### config.mk
export PLATFORM = sky130hd
export DESIGN_NAME = fetch_unit_flat
export DESIGN_NICKNAME = d
export VERILOG_FILES = /design/src/rtl/fetch_unit_pkg.sv /design/src/rtl/fetch_unit_if.sv /design/src/rtl/fetch_skid_buffer.sv /design/src/rtl/fetch_unit.sv /design/src/flat_wrapper.sv
export SDC_FILE = /design/constraint.sdc
export NUM_CORES = 1
export LEC_CHECK = 0
export ABC_AREA = 1
export BUFFER_PORTS_ARGS = -buffer_cell sky130_fd_sc_hd__buf_2
export CAP_MARGIN = 40
export CELL_PAD_IN_SITES_DETAIL_PLACEMENT = 1
export CELL_PAD_IN_SITES_GLOBAL_PLACEMENT = 1
export CORE_MARGIN = 1.5
export CORE_UTILIZATION = 30
export DETAILED_ROUTE_END_ITERATION = 10
export HOLD_SLACK_MARGIN = 0.1
export PLACE_DENSITY = 0.65
export SYNTH_ARGS = -nofsm -noshare
export SYNTH_HDL_FRONTEND = slang
export SYNTH_SLANG_ARGS = --single-unit
### constraint.sdc
create_clock -name clock -period 1.7 [get_ports clock]
set_input_delay 0.51 -clock clock [delete_from_list [all_inputs] [get_ports clock]]
set_output_delay 0.51 -clock clock [all_outputs]
set_load 0.01 [all_outputs]
### src/rtl/fetch_unit_pkg.sv
// Shared types and constants for the instruction fetch stage.
// Holds the fetch FSM encoding, the default bubble word and the PC step.
package fetch_unit_pkg;

  typedef enum logic [1:0] {
    ST_IDLE    = 2'd0,
    ST_WAIT    = 2'd1,
    ST_DRAIN   = 2'd2,
    ST_STALLED = 2'd3
  } fetch_state_t;

  localparam logic [15:0] NOP_INSTR_DEFAULT = 16'h0000;
  localparam logic [15:0] PC_INC            = 16'd2;

  // Wraps 16'hFFFE -> 16'h0000 by plain modular arithmetic.
  function automatic logic [15:0] pc_incr(input logic [15:0] pc);
    return pc + PC_INC;
  endfunction

  function automatic logic [15:0] align_target(input logic [15:0] target);
    return target & 16'hFFFE;
  endfunction

endpackage

### src/rtl/fetch_unit_if.sv
// Instruction-memory request/response bus between fetch (master) and imem (slave).
// One request outstanding at a time; imem_ready completes it with imem_data.
interface fetch_unit_if;

  logic        imem_req;
  logic [15:0] imem_addr;
  logic        imem_ready;
  logic [15:0] imem_data;

  modport master (
    output imem_req,
    output imem_addr,
    input  imem_ready,
    input  imem_data
  );

  modport slave (
    input  imem_req,
    input  imem_addr,
    output imem_ready,
    output imem_data
  );

endinterface

### src/rtl/fetch_skid_buffer.sv
// Single-entry holding register for a word that returned while decode was stalled.
// Loads in one cycle; clear wins over load so a flush always empties it.
module fetch_skid_buffer (
  input  logic        clock,
  input  logic        rst,
  input  logic        load,
  input  logic        clear,
  input  logic [15:0] fetch_ir,
  input  logic [15:0] fetch_pc,
  output logic [15:0] held_ir,
  output logic [15:0] held_pc,
  output logic        held_valid
);

  always_ff @(posedge clock or negedge rst) begin
    if (!rst) begin
      held_ir    <= 16'h0000;
      held_pc    <= 16'h0000;
      held_valid <= 1'b0;
    end else if (clear) begin
      held_ir    <= 16'h0000;
      held_pc    <= 16'h0000;
      held_valid <= 1'b0;
    end else if (load) begin
      held_ir    <= fetch_ir;
      held_pc    <= fetch_pc;
      held_valid <= 1'b1;
    end
  end

endmodule

### src/rtl/fetch_unit.sv
// Fetch stage: one outstanding imem request, registered decode outputs, 1 instr/cycle with 1-cycle memory.
// Stall freezes decode outputs (a returning word parks in the skid); branch flushes and redirects.
module fetch_unit
  import fetch_unit_pkg::*;
#(
  parameter logic [15:0] RESET_PC  = 16'h0000,
  parameter logic [15:0] NOP_INSTR = NOP_INSTR_DEFAULT
) (
  input  logic         clock,
  input  logic         rst,
  input  logic         stall,
  input  logic         branch_taken,
  input  logic [15:0]  branch_target,
  fetch_unit_if.master imem,
  output logic [15:0]  decode_ir,
  output logic [15:0]  decode_pc,
  output logic         decode_valid
);

  fetch_state_t state;
  logic [15:0]  pc;
  logic [15:0]  target;
  logic [15:0]  pc_step;
  logic [15:0]  drain_pc;
  logic         skid_load;
  logic         skid_clear;
  logic [15:0]  skid_ir;
  logic [15:0]  skid_pc;
  logic         skid_valid;

  assign target   = align_target(branch_target);
  assign pc_step  = pc_incr(pc);
  assign drain_pc = branch_taken ? target : pc;

  assign skid_load  = (state == ST_WAIT) && imem.imem_ready && stall && !branch_taken;
  assign skid_clear = branch_taken || ((state == ST_STALLED) && !stall);

  fetch_skid_buffer u_skid (
    .clock      (clock),
    .rst        (rst),
    .load       (skid_load),
    .clear      (skid_clear),
    .fetch_ir   (imem.imem_data),
    .fetch_pc   (pc),
    .held_ir    (skid_ir),
    .held_pc    (skid_pc),
    .held_valid (skid_valid)
  );

  always_ff @(posedge clock or negedge rst) begin
    if (!rst) begin
      state          <= ST_IDLE;
      pc             <= RESET_PC;
      imem.imem_req  <= 1'b0;
      imem.imem_addr <= RESET_PC;
      decode_ir      <= NOP_INSTR;
      decode_pc      <= 16'h0000;
      decode_valid   <= 1'b0;
    end else begin
      // A redirect always turns the decode slot into a bubble.
      if (branch_taken) begin
        decode_valid <= 1'b0;
        decode_ir    <= NOP_INSTR;
      end
      case (state)
        ST_IDLE: begin
          state          <= ST_WAIT;
          imem.imem_req  <= 1'b1;
          pc             <= branch_taken ? target : RESET_PC;
          imem.imem_addr <= branch_taken ? target : RESET_PC;
        end
        ST_WAIT: begin
          if (branch_taken) begin
            pc <= target;
            if (imem.imem_ready) begin
              imem.imem_addr <= target;
            end else begin
              state         <= ST_DRAIN;
              imem.imem_req <= 1'b0;
            end
          end else if (imem.imem_ready) begin
            pc <= pc_step;
            if (stall) begin
              state         <= ST_STALLED;
              imem.imem_req <= 1'b0;
            end else begin
              decode_ir      <= imem.imem_data;
              decode_pc      <= pc;
              decode_valid   <= 1'b1;
              imem.imem_addr <= pc_step;
            end
          end else if (!stall) begin
            decode_valid <= 1'b0;
            decode_ir    <= NOP_INSTR;
          end
        end
        ST_DRAIN: begin
          // The abandoned request's response is swallowed here.
          pc <= drain_pc;
          if (imem.imem_ready) begin
            state          <= ST_WAIT;
            imem.imem_req  <= 1'b1;
            imem.imem_addr <= drain_pc;
          end
        end
        ST_STALLED: begin
          if (branch_taken) begin
            pc             <= target;
            state          <= ST_WAIT;
            imem.imem_req  <= 1'b1;
            imem.imem_addr <= target;
          end else if (!stall) begin
            decode_ir      <= skid_ir;
            decode_pc      <= skid_pc;
            decode_valid   <= skid_valid;
            state          <= ST_WAIT;
            imem.imem_req  <= 1'b1;
            imem.imem_addr <= pc;
          end
        end
        default: begin
          state         <= ST_IDLE;
          imem.imem_req <= 1'b0;
        end
      endcase
    end
  end

endmodule
### src/flat_wrapper.sv
// flat-port wrapper written by rule: the top's interface ports become plain ports
module fetch_unit_flat import fetch_unit_pkg::*;
#(
  parameter logic [15:0] RESET_PC  = 16'h0000,
  parameter logic [15:0] NOP_INSTR = NOP_INSTR_DEFAULT
)
  (clock, rst, stall, branch_taken, branch_target, decode_ir, decode_pc, decode_valid, imem_imem_req, imem_imem_addr, imem_imem_ready, imem_imem_data);
  fetch_unit_if imem_i ();
  input  logic clock;
  input  logic rst;
  input  logic stall;
  input  logic branch_taken;
  input  logic [15:0] branch_target;
  output logic [15:0] decode_ir;
  output logic [15:0] decode_pc;
  output logic decode_valid;
  output wire logic [$bits(imem_i.imem_req)-1:0] imem_imem_req;
  output wire logic [$bits(imem_i.imem_addr)-1:0] imem_imem_addr;
  input wire logic [$bits(imem_i.imem_ready)-1:0] imem_imem_ready;
  input wire logic [$bits(imem_i.imem_data)-1:0] imem_imem_data;
  assign imem_imem_req = imem_i.imem_req;
  assign imem_imem_addr = imem_i.imem_addr;
  assign imem_i.imem_ready = imem_imem_ready;
  assign imem_i.imem_data = imem_imem_data;
  fetch_unit #(.RESET_PC(RESET_PC), .NOP_INSTR(NOP_INSTR)) u_core (.clock(clock), .rst(rst), .stall(stall), .branch_taken(branch_taken), .branch_target(branch_target), .imem(imem_i), .decode_ir(decode_ir), .decode_pc(decode_pc), .decode_valid(decode_valid));
endmodule
# Word-level counts from Yosys, hierarchy flattened
# Cells that the tools add are included.
# W data, S select, Z words.
# totals
register_bits	101
input_bits	37
out_inout_bits	50
word_cells	95
# classes
add_sub_neg	1
n_eq_ne	14
mux	56
n_reduce_logical	14
# ops
operator	count
$mux W16	26
$pmux W16 S2	2
$pmux W16 S4	1
$pmux W16 S3	1
$add A16 B2 Y16 const B	1
$mux W1	16
$ne A3 B3 Y1 const B	5
$mux W2	7
$ne A2 B2 Y1 const B	6
$pmux W2 S4	1
$reduce_and A6 Y1	1
$reduce_and A5 Y1	1
$eq A2 B2 Y1 const B	2
$logic_and A1 B1 Y1	4
$pmux W1 S4	1
$reduce_and A4 Y1	1
$reduce_bool A2 Y1	2
$eq A2 B1 Y1 const B	1
$logic_not A1 Y1	2
$logic_not A2 Y1	1
$pmux W1 S2	1
$reduce_or A2 Y1	1
$logic_or A1 B1 Y1	1

# Longest topological paths before layout
# depth
word_depth	6
ltp_mapped	10
ltp_nobuf	10

# By module
# From an unflattened synthesis, not the netlist that was laid out.
# unflattened
hier_cells	636
area_unflattened_um2	4928.5
# by_module_without_submodules
module	instances	cells_each	area_per_inst_um2
fetch_unit	1	493	3585.9
fetch_skid_buffer	1	143	1342.5

# Least setup slack after synthesis
# OpenSTA, ideal clock, no wires.
# synth_path
kind	input to register
start	input branch_taken
end	register u_core.decode_ir[10]
setup_time_ns	0.090
t_arrival_ns	1.349
required_ns	1.610
path_slack_ns	0.261
stages	5
path_buffers	2
path_cell_list	buf_4 > nor2_1 > nand3_1 > buf_2 > o221ai_1
# synth_between
elab_chain_len	5
word_cells_on_any_way	8
cone_classes	mux (8)
# synth_lines
element	line_no	source
from (decl)	flat_wrapper.sv:12	input logic branch_taken;
$mux W16	fetch_unit.sv:61	if (branch_taken) begin
$mux W16 (on tied branches)	fetch_unit.sv:92, fetch_unit.sv:83	
$mux W16	fetch_unit.sv:81	end else if (imem.imem_ready) begin
$mux W16	fetch_unit.sv:73	if (branch_taken) begin
$pmux W16 S2 (*)	fetch_unit.sv:65	case (state)
to (signal assigned)	fetch_unit.sv:87	decode_ir <= imem.imem_data;
to (signal assigned)	fetch_unit.sv:113	decode_ir <= skid_ir;
to (decl)	fetch_unit.sv:15	output logic [15:0] decode_ir,
# Mark *: on every way between the ends. The rest lies on a longest branch, timed or not.
# A chain may end at the register's enable or synchronous reset.

# Worst setup path after layout
# layout_path
start	register u_core.state[0]
end	register u_core.imem.imem_addr[4]
# layout_between
elab_chain_len	3
word_cells_on_any_way	10
cone_classes	eq/ne (7); mux (1); reduce/logical (2)
# layout_lines
element	line_no	source
from (decl)	fetch_unit.sv:20	fetch_state_t state;
from (signal assigned)	fetch_unit.sv:52	state <= ST_IDLE;
from (signal assigned)	fetch_unit.sv:67	state <= ST_WAIT;
from (signal assigned)	fetch_unit.sv:78	state <= ST_DRAIN;
$eq A2 B1 Y1 / $eq A2 B2 Y1 (equally long branches)	fetch_unit.sv:65	
$ne A3 B3 Y1 (no line) / $ne A2 B2 Y1 (equally long branches)	-	
$reduce_and A4 Y1 (no line)	-	
to (signal assigned)	fetch_unit.sv:70	imem.imem_addr <= branch_taken ? target : RESET_PC;
to (signal assigned)	fetch_unit.sv:76	imem.imem_addr <= target;
to (signal assigned)	fetch_unit.sv:90	imem.imem_addr <= pc_step;
to (decl)	fetch_unit_if.sv:12	output imem_addr,
# Parallel ways exist; a longest one is shown, timed or not.

==> flow_summary.yaml <==
floorplan:
  die_w_um: 134.7
  rows: 47
  ios: 87
  die-area_sq_um: 18130
  core_sq_um: 16760
  dieHeight_um: 134.7
  start_util_pct: 31.03
worst_hold_path:
  min_path_type: "input port to flip-flop"
logic_synthesis:
  synth_compound_area_share_pct: 14.29
  synthCells: 640
  synth_ff_type: "dfrtp_1"
  yosysWarnings: 0
  syn_nets: 678
  synth_top_area_share_pct: 48.60
  synth_mux_area_share_pct: 0
  synth_edf_count: 0
  netlist_area_sq_um: 5200
  ys_ff_latch: 101
  synthArstFlopShare_pct: 100.0
  yosys.area_share.simple_pct: 26.40
  yosys.area.top_type: "dfrtp_1"
  seq_area_frac_synth_pct: 48.60
  synth_top_family_by_area: "simple AND/OR/NAND/NOR gates"
  ys_top_cells_by_area: "dfrtp_1 (49%), nand2_1 (12%), nand3_1 (7.6%)"
  ys_types: 35
  synth-adder-area-share_pct: 0.2406
  avgSynthCellArea_sq_um: 8.125
  synth-xor-area-share_pct: 0
critical_path:
  path_class: "flip-flop to flip-flop"
  path_cells: "inv_2, nor2_4, buf_12, nand2_1, a21oi_1, nor2_1, o21bai_1, nand2_1, nand2_1"
  cpPeakStageDelay_ns: 0.40
  critPathLaunchType: "flip-flop"
  crit_path_end_kind: "flip-flop"
  rrSetupSlack_ns: 0.1
  arrival_ns: 1.90
  cp_max_fo: 17
  worst_path_max_delay_cell: "dfrtp_1"
  crit_top_cell: "nand2_1"
  crit_required_ns: 2.00
cells_and_area:
  final_cell_mix: "nand2_1 (165), dfrtp_1 (98), buf_2 (84), inv_1 (80), nand3_1 (79)"
  layout-drive-gt1-share_pct: 25.66
  antennaDiodeCount: 0
  area_delta_synth_final_pct: 26.32
  stdcell_count: 976
  layout.nets: 789
  final_common_cell: "nand2_1"
  nFillCells: 2038
  design_area_sq_um: 6569
clock_network:
  clkSlewWorstSetupHoldPaths_ns: 0.08
  cts_buffers: 9
  cts_buffer_depth: 2
  cts.sinks: 101
  clk_latency_ns: 0.36
  root_buffer: "clkbuf_16"
  htreeDepth: 3
  cts_tree: "built"
routing:
  wire_per_inst_um: 16.77
  vias: 4904
  drt_pass1_iterations: 4
  routed_wl_um: 16370
  drtAntennaViolNets: 0
  drc_errors: 0
  drtIter0Drc: 280
  viasPerCell: 5.025
timing:
  relSlewSlack_pct: 76.57
  period_needed_ns: 1.600
  slew_violations: 0
  period_share_pct: 94.14
  fmaxAchievable_mhz: 624.8
  setup_viol: 0
  finalClockSkew_ns: 0.009252
  fin_ws_ns: 0.09956
  worstMarginPinSlew_ns: 0.3515
  final.setup.tns_ns: 0
  hold_viol_final: 0
global_route:
  grt_busiest_layer: "met2"
  overflow: 0
  met1_usage_pct: 25.14
  grt_use_met3_pct: 2.327
  grt_max_degree: 32
  grt_antenna_before_repair: 0
  use_met2_pct: 32.54
  grt_first_pass_wirelength_um: 27190
  first_global_vias: 5368
  grt.total_usage_pct: 18.99
job:
  maxCapViolations: 0
pwr:
  power_density_nw_per_um2: 1604
  p_leak_nw: 3.270
  ir_worst_vdd_v: 0.0006808
place:
  dpl_worst_slack_ns: -0.05431
  port-buffer-count: 85
  dp_hpwl_um: 11900
  place_congestion: 0.8596
  dpl-instance-area_sq_um: 6198
  dp_cells: 957
outcome:
  run_status: "completed"
-- stage by stage --
stage               hold WS, ns  utilization [%]  total power, W
finish                   0.4228            39.19         0.01054
global route             0.4353            39.19         0.01129
CTS                      0.4100            38.97         0.01057
detailed placement       0.4320            36.98        0.008243
global placement         0.4311            36.98        0.008070
floorplan                0.2144                -        0.006278
-- state kept, by name (all words and copies together) (netlist names) --
signal / cells
u_core.imem.imem_req: 1
u_core.decode_valid: 1
u_core.imem.imem_addr: 16
u_core.pc: 16
u_core.decode_ir: 16
u_core.u_skid.held_valid: 1
u_core.u_skid.held_pc: 16
u_core.u_skid.held_ir: 16
u_core.decode_pc: 16
u_core.state: 2
-- synth_stat cells (all sizes together), types with 3 or more instances --
cell type,n
nand2,167
dfrtp,101
inv,87
nand3,80
nor2,60
o22ai,30
buf,28
a31oi,19
o21ai,15
o221ai,13
clkbuf,10
nand4,9
a21oi,6
a22oi,3
-- final timing paths --
check | endpoint | from | depth (start not counted)
setup / recovery | u_core.imem.imem_addr[4] | u_core.state[0] | 9
hold reg to reg | u_core.imem.imem_addr[11] | u_core.imem.imem_addr[11] | 2
min in group asynchronous | u_core.decode_ir[14] | rst | 2
max in group asynchronous | u_core.pc[6] | rst | 3
hold / removal | u_core.u_skid.held_ir[9] | imem_imem_data[9] | 3
setup reg to reg | u_core.imem.imem_addr[4] | u_core.state[0] | 9
-- critical path: cells and delay by family (launching register included) --
family                 cells  cell delay, ns
AND/OR/NAND/NOR            5            0.51
flip-flops                 1            0.40
AO/OA/AOI/OAI              2            0.37
buffers and inverters      2            0.26
-- power breakdown --
part           leakage [nW]  switching [W]  total, W  internal (W)
logic                  1.81        0.00279   0.00452       0.00173
clock network         0.159        0.00110   0.00230       0.00120
registers              1.31       0.000607   0.00372       0.00312
-- kinds of logic after synthesis --
family / count (synthesis)
AOI/OAI and AO/OA: 95
and+or+nand+nor: 318
DFF: 101
buffers and inverters: 125
adders and majority gates: 1
-- final cells by class --
cell class,instances,area [sq um],area share [%]
multi-input cells,414,2143,32.63
inverters,87,326.6,4.971
well taps,220,275.3,4.190
flip-flops and latches,101,2531,38.53
clock buffers,9,225.2,3.429
repair buffers,138,969.7,14.76
clock inverters,7,97.59,1.486
-- timing repair --
action / 4_1_cts / 5_1_grt
setup buffers: 0 / 2
hold buffers: 1 / 0
gates resized for setup: 0 / 10
endpoints found under the setup margin: 0 / 19
hold endpoints to repair: 18 / 0
-- routing by layer --
metal  share of wire [%]  up-vias
met3                 4.0       16
met4                 1.4        0
met1                  45     2469
met5                   0        -
li1                    -     2323
met2                  50       96
No activity file was read; power rests on OpenSTA's default activity.
